## src/rtl/led_frame_ctrl.sv

```systemverilog
// Purpose : double-buffered LED frame scheduler; I2C write bytes in, encoder byte stream out.
// Latency : STOP at clk N -> tx_valid_o from N+2; frame_done_o LATCH_CYCLES clks after last byte accepted.
// Backpressure: tx_ready_i low holds tx_data_o stable indefinitely; rx side is never stalled (bytes dropped past NBYTES).
// Ports:
//   clk, reset (async active-low)
//   rx_start_i / rx_valid_i / rx_data_i / rx_stop_i : byte-receiver pulses
//   tx_data_o / tx_valid_o / tx_ready_i / tx_last_o : encoder valid/ready stream
//   busy_o, frame_done_o, overflow_o                : status
module led_frame_ctrl #(
    parameter int LED_CNT       = 3,
    parameter int BYTES_PER_LED = 3,
    parameter int LATCH_CYCLES  = 2500
) (
    input  logic       clk,
    input  logic       reset,
    input  logic       rx_start_i,
    input  logic       rx_valid_i,
    input  logic [7:0] rx_data_i,
    input  logic       rx_stop_i,
    output logic [7:0] tx_data_o,
    output logic       tx_valid_o,
    input  logic       tx_ready_i,
    output logic       tx_last_o,
    output logic       busy_o,
    output logic       frame_done_o,
    output logic       overflow_o
);

    localparam int NBYTES = LED_CNT * BYTES_PER_LED;
    localparam int PTR_W  = $clog2(NBYTES + 1);
    localparam int IDX_W  = (NBYTES > 1) ? $clog2(NBYTES) : 1;
    localparam int CNT_W  = (LATCH_CYCLES > 1) ? $clog2(LATCH_CYCLES + 1) : 1;

    localparam logic [PTR_W-1:0] NB_P     = PTR_W'(NBYTES);
    localparam logic [PTR_W-1:0] LAST_P   = PTR_W'(NBYTES - 1);
    localparam logic [CNT_W-1:0] CNT_INIT = CNT_W'(LATCH_CYCLES - 1);

    typedef enum logic [1:0] {
        IDLE   = 2'd0,
        STREAM = 2'd1,
        LATCH  = 2'd2
    } state_t;

    state_t           state;
    logic [7:0]       mem [2][NBYTES];
    logic [PTR_W-1:0] wr_ptr;
    logic [PTR_W-1:0] rd_ptr;
    logic [CNT_W-1:0] cnt;
    logic             disp_bank;
    logic             pending;

    // Write-side next-state: a start in the same cycle as a byte rebases the byte to index 0.
    logic [PTR_W-1:0] base_ptr;
    logic [PTR_W-1:0] next_ptr;
    logic             wr_en;
    logic             ovf_hit;
    logic             commit;

    always_comb begin
        base_ptr = rx_start_i ? '0 : wr_ptr;
        wr_en    = rx_valid_i && (base_ptr < NB_P);
        ovf_hit  = rx_valid_i && (base_ptr >= NB_P);
        next_ptr = wr_en ? base_ptr + 1'b1 : base_ptr;
        // A STOP only commits if the transaction delivered at least one byte.
        commit   = rx_stop_i && (next_ptr != '0);
    end

    // Write side always fills the bank that is not on display.
    always_ff @(posedge clk or negedge reset) begin
        if (!reset) begin
            wr_ptr     <= '0;
            overflow_o <= 1'b0;
            for (int b = 0; b < 2; b++) begin
                for (int i = 0; i < NBYTES; i++) begin
                    mem[b][i] <= 8'h00;
                end
            end
        end else begin
            wr_ptr <= next_ptr;
            if (rx_start_i) begin
                overflow_o <= 1'b0;
            end
            if (ovf_hit) begin
                overflow_o <= 1'b1;
            end
            if (wr_en) begin
                mem[~disp_bank][base_ptr[IDX_W-1:0]] <= rx_data_i;
            end
        end
    end

    // Frame FSM. A commit arriving mid-stream only sets pending; the swap waits for IDLE.
    always_ff @(posedge clk or negedge reset) begin
        if (!reset) begin
            state     <= IDLE;
            rd_ptr    <= '0;
            cnt       <= '0;
            disp_bank <= 1'b0;
            pending   <= 1'b0;
        end else begin
            case (state)
                IDLE: begin
                    if (pending) begin
                        disp_bank <= ~disp_bank;
                        rd_ptr    <= '0;
                        pending   <= 1'b0;
                        state     <= STREAM;
                    end
                end
                STREAM: begin
                    if (tx_ready_i) begin
                        if (rd_ptr == LAST_P) begin
                            cnt   <= CNT_INIT;
                            state <= LATCH;
                        end else begin
                            rd_ptr <= rd_ptr + 1'b1;
                        end
                    end
                end
                LATCH: begin
                    if (cnt == '0) begin
                        state <= IDLE;
                    end else begin
                        cnt <= cnt - 1'b1;
                    end
                end
                default: state <= IDLE;
            endcase
            // A new commit outranks the clear from a swap in the same cycle.
            if (commit) begin
                pending <= 1'b1;
            end
        end
    end

    // Outputs decode registered state only; reset forces all of them to zero.
    always_comb begin
        tx_valid_o   = (state == STREAM);
        tx_data_o    = (state == STREAM) ? mem[disp_bank][rd_ptr[IDX_W-1:0]] : 8'h00;
        tx_last_o    = (state == STREAM) && (rd_ptr == LAST_P);
        frame_done_o = (state == LATCH) && (cnt == '0);
        busy_o       = (state != IDLE) || pending;
    end

endmodule

```

## config.mk

```make
export PLATFORM = sky130hd
export DESIGN_NAME = led_frame_ctrl
export DESIGN_NICKNAME = d
export VERILOG_FILES = /design/src/rtl/led_frame_ctrl.sv
export SDC_FILE = /design/constraint.sdc
export NUM_CORES = 1
export LEC_CHECK = 0
export CELL_PAD_IN_SITES_DETAIL_PLACEMENT = 0
export CELL_PAD_IN_SITES_GLOBAL_PLACEMENT = 1
export CORE_ASPECT_RATIO = 1.25
export CORE_MARGIN = 10
export CORE_UTILIZATION = 25
export DETAILED_ROUTE_END_ITERATION = 7
export GPL_TIMING_DRIVEN = 0
export PLACE_DENSITY = 0.52
export SYNTH_ARGS = -nofsm -noshare
export SYNTH_HDL_FRONTEND = slang
export SYNTH_SLANG_ARGS = --single-unit
export TNS_END_PERCENT = 50
```

## constraint.sdc

```tcl
create_clock -name clk -period 5.1 [get_ports clk]
set_input_delay 0.765 -clock clk [delete_from_list [all_inputs] [get_ports clk]]
set_output_delay 0.765 -clock clk [all_outputs]
set_load 0.03 [all_outputs]
```

==> results of run 1 <==
-- through the flow --
stage               setup slack (ns)  setup TNS (ns)  power (mW)  util [%]  instance area [µm²]
floorplan                      2.449               0       2.876         -                 8102
global placement              -3.423         -574.98       3.400     27.82                 8867
detailed placement             1.205               0       3.449     27.92                 8900
CTS                           0.6843               0       4.808     29.83                 9508
global route                  0.6313               0       4.993     29.83                 9508
finish                        0.8055               0       4.730     29.83                 9508
-- synth_stat cells, types with 2 or more instances --
library cell	count	share of area (%)
mux2i_1	4	0.49
and2_1	5	0.39
or4_1	2	0.19
a22oi_1	15	1.4
inv_1	13	0.60
nand2b_1	7	0.54
dfrtp_1	169	52
ha_1	9	1.4
nand2_1	31	1.4
nand3_1	5	0.31
nand2_2	4	0.31
nor2b_1	7	0.54
xor2_1	3	0.32
clkbuf_1	18	0.83
a41oi_1	2	0.22
o2111ai_1	3	0.32
o21bai_1	2	0.19
mux2_2	158	22
buf_2	2	0.12
buf_6	4	0.56
nor2_1	9	0.42
a21oi_1	6	0.37
nor3b_2	2	0.31
nor3_1	2	0.12
o31ai_1	3	0.28
nor4bb_1	2	0.25
xnor2_1	3	0.32
mux4_2	32	8.9
o211ai_1	2	0.19
o21ai_0	8	0.49
or3_1	4	0.31
nand2_4	4	0.56
mux2_1	2	0.28
-- area by class of cell --
type,count,area share [%]
inverters,14,0.5527
plain buffers,27,1.461
clock buffers,22,5.198
well taps,412,5.422
clock inverters,10,1.198
multi-input cells,357,38.72
repair buffers,26,2.974
flip-flops and latches,169,44.48
-- critical path: stages, from the launching register on --
cell	delay (ns)
dfrtp_1	0.39
buf_2	0.22
buf_1	0.39
nor4_2	0.98
a22oi_1	0.21
nand2_1	0.20
clkdlybuf4s50_1	0.69
-- power by group --
| part | switching [mW] | internal, mW |
|---|---|---|
| registers | 0.168 | 1.63 |
| logic | 0.846 | 0.744 |
| clock network | 0.549 | 0.788 |
| total | 1.56 | 3.17 |
-- cell families (layout without fill, tap and decap cells) --
kind of cell / count (synthesis) / count (layout) / synth area share [%]
fa+ha+maj: 9 / 9 / 1.390
compound gates: 48 / 48 / 4.309
simple gates: 98 / 98 / 7.459
buf+inv: 41 / 99 / 2.363
mux: 196 / 196 / 31.63
xor+xnor: 6 / 6 / 0.6488
flops: 169 / 169 / 52.20
-- worst paths after layout --
kind                                start            to  slack [ns]  cells after the start
worst max-delay path            rd_ptr[0]  tx_data_o[0]        0.81                      6
worst min-delay path                reset       mem[14]        0.22                      1
worst max register to register  rd_ptr[0]        cnt[5]        2.29                      9
worst min register to register   mem[114]      mem[114]        0.50                      1
max in group asynchronous           reset       mem[71]        3.92                      2
min in group clk                 mem[114]      mem[114]        0.50                      1
-- sequential cells by signal, summed over array words and instances (netlist names) --
signal and cells:
mem 144, pending 1, state 2, disp_bank 1, rd_ptr 4, overflow_o 1, cnt 12, wr_ptr 4
-- layer usage --
layer  GRT usage, %  vias up  share of wire [%]
li1               -     2192                  -
met1          12.53     2602                 43
met2          19.24       63                 54
met3          2.155       15                2.5
met4          3.300        0                1.3
met5              0        -                  0
==> impl_metrics.py, run 1 <==
metrics = {
    "status": {
        "status": "finished, final reports clean",
    },
    "route": {
        "wl_per_cell_um": 20.30,
        "drtAntennaViolNets": 0,
        "vias_per_cell": 4.698,
        "drt_iter0_drc": 248,
        "route.detailed.drc": 0,
        "finalWirelength_um": 21050,
        "vias": 4872,
        "first_pass_iters": 5,
    },
    "sta": {
        "finalCritPeriodShare_pct": 84.21,
        "worst_slew_pin_slew_ns": 1.269,
        "min_period_ns": 4.294,
        "hold-worst-slack_ns": 0.2226,
        "setup_viol": 0,
        "hold_viol": 0,
        "max-slew-margin-rel_pct": 14.23,
        "rsz0062_at_grt": "false",
        "slew_viol_final": 0,
        "clock_skew_ns": 0.007754,
        "fmax_mhz": 232.9,
    },
    "floorplanning": {
        "die_h_um": 221.3,
        "dieArea_um2": 40050,
        "ios": 27,
        "start_util_pct": 25.42,
        "core_area_um2": 31880,
        "placementRows": 73,
        "dieWidth_um": 181.0,
    },
    "clock_tree": {
        "cts_tree": "done",
        "cts.path.max_buffers": 2,
        "cts.hold.buffers_added": 0,
        "root_buffer": "clkbuf_16",
        "post_cts_resized": 0,
        "cts_made_buffers": 17,
        "cts_sinks": 169,
        "post_cts_buffers": 0,
        "clk_pin_slew_ns": 0.07,
        "clk_latency_ns": 0.43,
        "htree_levels": 4,
    },
    "finish": {
        "regArea_um2": 4229,
        "layout_commonest_cell": "dfrtp_1",
        "insertedDiodeCount": 0,
        "final_cells": 1037,
        "drive_gt1_share_pct": 40.48,
        "multi_input_area_um2": 3681,
        "nets": 635,
        "mostFrequentLayoutCells": "dfrtp_1, mux2_2, mux4_2, nand2_1, clkdlybuf4s50_1",
        "fillers": 3136,
        "syn2layout_area_growth_pct": 17.36,
    },
    "logic_synthesis": {
        "yosys_warnings": 0,
        "yosysSeqAreaShare_pct": 52.20,
        "synth_nets": 590,
        "synth_ff_type": "dfrtp_1",
        "synth_edf_count": 0,
        "post_synth_num_cell_types": 58,
        "synth-seq-cells": 169,
        "synth-async-reset-ratio_pct": 100.0,
        "syn_avg_cell_area_um2": 14.29,
        "syn_inst": 567,
        "synth_area_um2": 8102,
    },
    "placement": {
        "port-buffer-count": 25,
        "placedCellCount": 1005,
        "gp_congestion": 0.7545,
        "dp_hpwl_um": 14900,
    },
    "grt": {
        "overflow": 0,
        "grt_max_degree": 124,
        "grt_usage_pct": 10.73,
        "grt_pass1_vias": 5403,
        "antenna_found_initial": 0,
        "grt_first_pass_wirelength_um": 33220,
    },
    "hold_path": {
        "hold_class": "primary input to async pin",
    },
    "critical_path": {
        "cp_max_fo": 10,
        "critPathKind": "register to output pin",
        "cp_data_arrival_time_ns": 3.53,
        "start_kind": "register",
        "required_ns": 4.34,
        "end_kind": "output pin",
    },
    "power_and_ir_drop": {
        "powerDensity_nw_per_um2": 497.5,
        "ir_worst_vdd_uv": 302.5,
        "p_leak_nw": 4.307,
    },
    "job": {
        "maxCapViolations": 0,
    },
}
(Power assumes the default switching activity.)
==> run 2: changes to the inputs <==
Clock period 5.1 ns to 4 ns, I/O delays scaled along.
==> impl_metrics.py, run 2 (synthesized netlist as in run 1, its figures left out) <==
metrics = {
    "sta": {
        "layout_setup_ws_ns": 0.1580,
        "setup_viol": 0,
        "max-slew-margin-rel_pct": 41.30,
        "finalCritPeriodShare_pct": 96.05,
        "slew_viol_final": 0,
        "hold-worst-slack_ns": 0.06013,
        "min_period_ns": 3.842,
        "clock_skew_ns": 0.007842,
        "rsz0062_at_grt": "false",
        "fmax_mhz": 260.3,
        "hold_viol": 0,
        "worst_slew_pin_slew_ns": 0.8805,
    },
    "finish": {
        "layout_commonest_cell": "dfrtp_1",
        "largest_register_ffs": 144,
        "insertedDiodeCount": 0,
        "fillers": 3136,
        "reg_top3": "mem x144, cnt x12",
        "regArea_um2": 4229,
        "largest_register": "mem",
        "drive_gt1_share_pct": 41.12,
        "final_area_um2": 9527,
        "mostFrequentLayoutCells": "dfrtp_1, mux2_2, mux4_2, nand2_1, clkdlybuf4s50_1",
        "multi_input_area_um2": 3696,
        "syn2layout_area_growth_pct": 17.59,
        "nets": 635,
    },
    "critical_path": {
        "required_ns": 3.40,
        "critical_path.slowest_cell": "clkbuf_1",
        "critPathMaxStageDelay_ns": 0.66,
        "worstPathCellList": "clkbuf_1 > clkbuf_2 > mux4_2 > a22oi_1 > nand2_1 > clkdlybuf4s50_1",
        "end_kind": "output pin",
        "cp_max_fo": 10,
        "start_kind": "register",
        "crit_path_start": "rd_ptr[1]",
        "cp_data_arrival_time_ns": 3.24,
        "r2r_start": "rd_ptr[1]",
        "critPathKind": "register to output pin",
    },
    "clock_tree": {
        "htree_levels": 4,
        "cts_tree": "done",
        "post_cts_buffers": 0,
        "cts_made_buffers": 17,
        "post_cts_resized": 5,
        "cts_sinks": 169,
        "clk_latency_ns": 0.43,
        "clk_pin_slew_ns": 0.07,
        "cts.path.max_buffers": 2,
        "cts.hold.buffers_added": 0,
        "root_buffer": "clkbuf_16",
    },
    "route": {
        "vias_per_cell": 4.673,
        "wl_per_cell_um": 20.30,
        "drtAntennaViolNets": 0,
        "first_pass_iters": 5,
        "drt_iter0_drc": 264,
        "finalWirelength_um": 21050,
        "vias": 4846,
        "route.detailed.drc": 0,
    },
    "grt": {
        "met1_usage_pct": 12.54,
        "grt_first_pass_wirelength_um": 33250,
        "grt_max_degree": 124,
        "grt_util_met3_pct": 2.155,
        "overflow": 0,
        "grtUsageMet2_pct": 19.27,
        "antenna_found_initial": 0,
        "grt_pass1_vias": 5408,
        "grt_usage_pct": 10.74,
        "top_usage_layer": "met2",
    },
    "floorplanning": {
        "dieWidth_um": 181.0,
        "placementRows": 73,
        "ios": 27,
        "start_util_pct": 25.42,
        "die_h_um": 221.3,
        "dieArea_um2": 40050,
        "core_area_um2": 31880,
    },
    "power_and_ir_drop": {
        "combPwrFrac_pct": 33.8,
        "internal-power_mw": 4.044,
        "p_clk_share_pct": 28.1,
        "power_mw": 6.038,
        "powerDensity_nw_per_um2": 633.8,
        "p_sw_mw": 1.994,
        "switching_share_pct": 33.03,
        "ir_worst_vdd_uv": 387.3,
        "p_leak_nw": 4.319,
        "power_frac_seq_pct": 38.1,
    },
    "placement": {
        "pre_cts_ws_ns": 0.2704,
        "dp_hpwl_um": 14900,
        "port-buffer-count": 25,
        "gp_congestion": 0.7545,
        "place_area_um2": 8900,
    },
    "job": {
        "maxCapViolations": 0,
    },
    "status": {
        "status": "finished, final reports clean",
    },
    "hold_path": {
        "hold_class": "primary input to async pin",
    },
}
## run 2: cell count changes in the layout (fill, tap and decap cells not counted)
cell	delta
clkbuf_2	+2
nor4_2	-1
buf_2	+1
buf_1	-1
nor4_4	+1
nor4b_2	+1
nor4b_1	-1
clkbuf_1	-2
## run 2: area by class of cell
class	count	area share, %
Clock inverter	10	1.195
Inverter	14	0.5516
Tap cell	412	5.411
Timing Repair Buffer	26	2.968
Sequential cell	169	44.39
Buffer	27	1.497
Clock buffer	22	5.188
Multi-Input combinational cell	357	38.80
## run 2: power groups by stage
stage / Sequential [mW] / Clock, mW / Combinational [mW]
5_1_grt: 2.34 / 1.82 / 2.22
4_1_cts: 2.30 / 1.76 / 2.09
3_5_place_dp: 2.33 / 0 / 2.07
2_1_floorplan: 2.25 / 0 / 1.41
6_report: 2.30 / 1.70 / 2.04
3_3_place_gp: 2.30 / 0 / 2.04
## run 2: path summary, 6_finish.rpt
kind | endpoint | slack, ns | cells past startpoint
setup / recovery | tx_data_o[4] | 0.16 | 6
hold / removal | mem[14] | 0.06 | 1
setup reg to reg | cnt[5] | 1.25 | 8
hold reg to reg | mem[114] | 0.50 | 1
max in group asynchronous | mem[138] | 2.98 | 2
min in group clk | overflow_o | 0.36 | 2
## run 2: critical path, delay by kind of cell (launching register included)
family	cells	cell delay, ns
buf+inv	3	1.77
simple gates	1	0.10
mux	1	0.40
flops	1	0.34
compound gates	1	0.19
## run 2: layer usage
metal,wire length (µm),vias to the layer above
li1,-,2192
met1,8985,2586
met2,11340,55
met3,471,13
met4,254,0
met5,0,-
## run 2: stage by stage
step	std cells	util, %	TNS [ns]
after floorplan	567	-	0
after global placement	1004	27.82	-733.00
after detailed placement	1005	27.92	0
after CTS	1037	29.89	0
after global routing	1037	29.89	0
final	1037	29.89	0
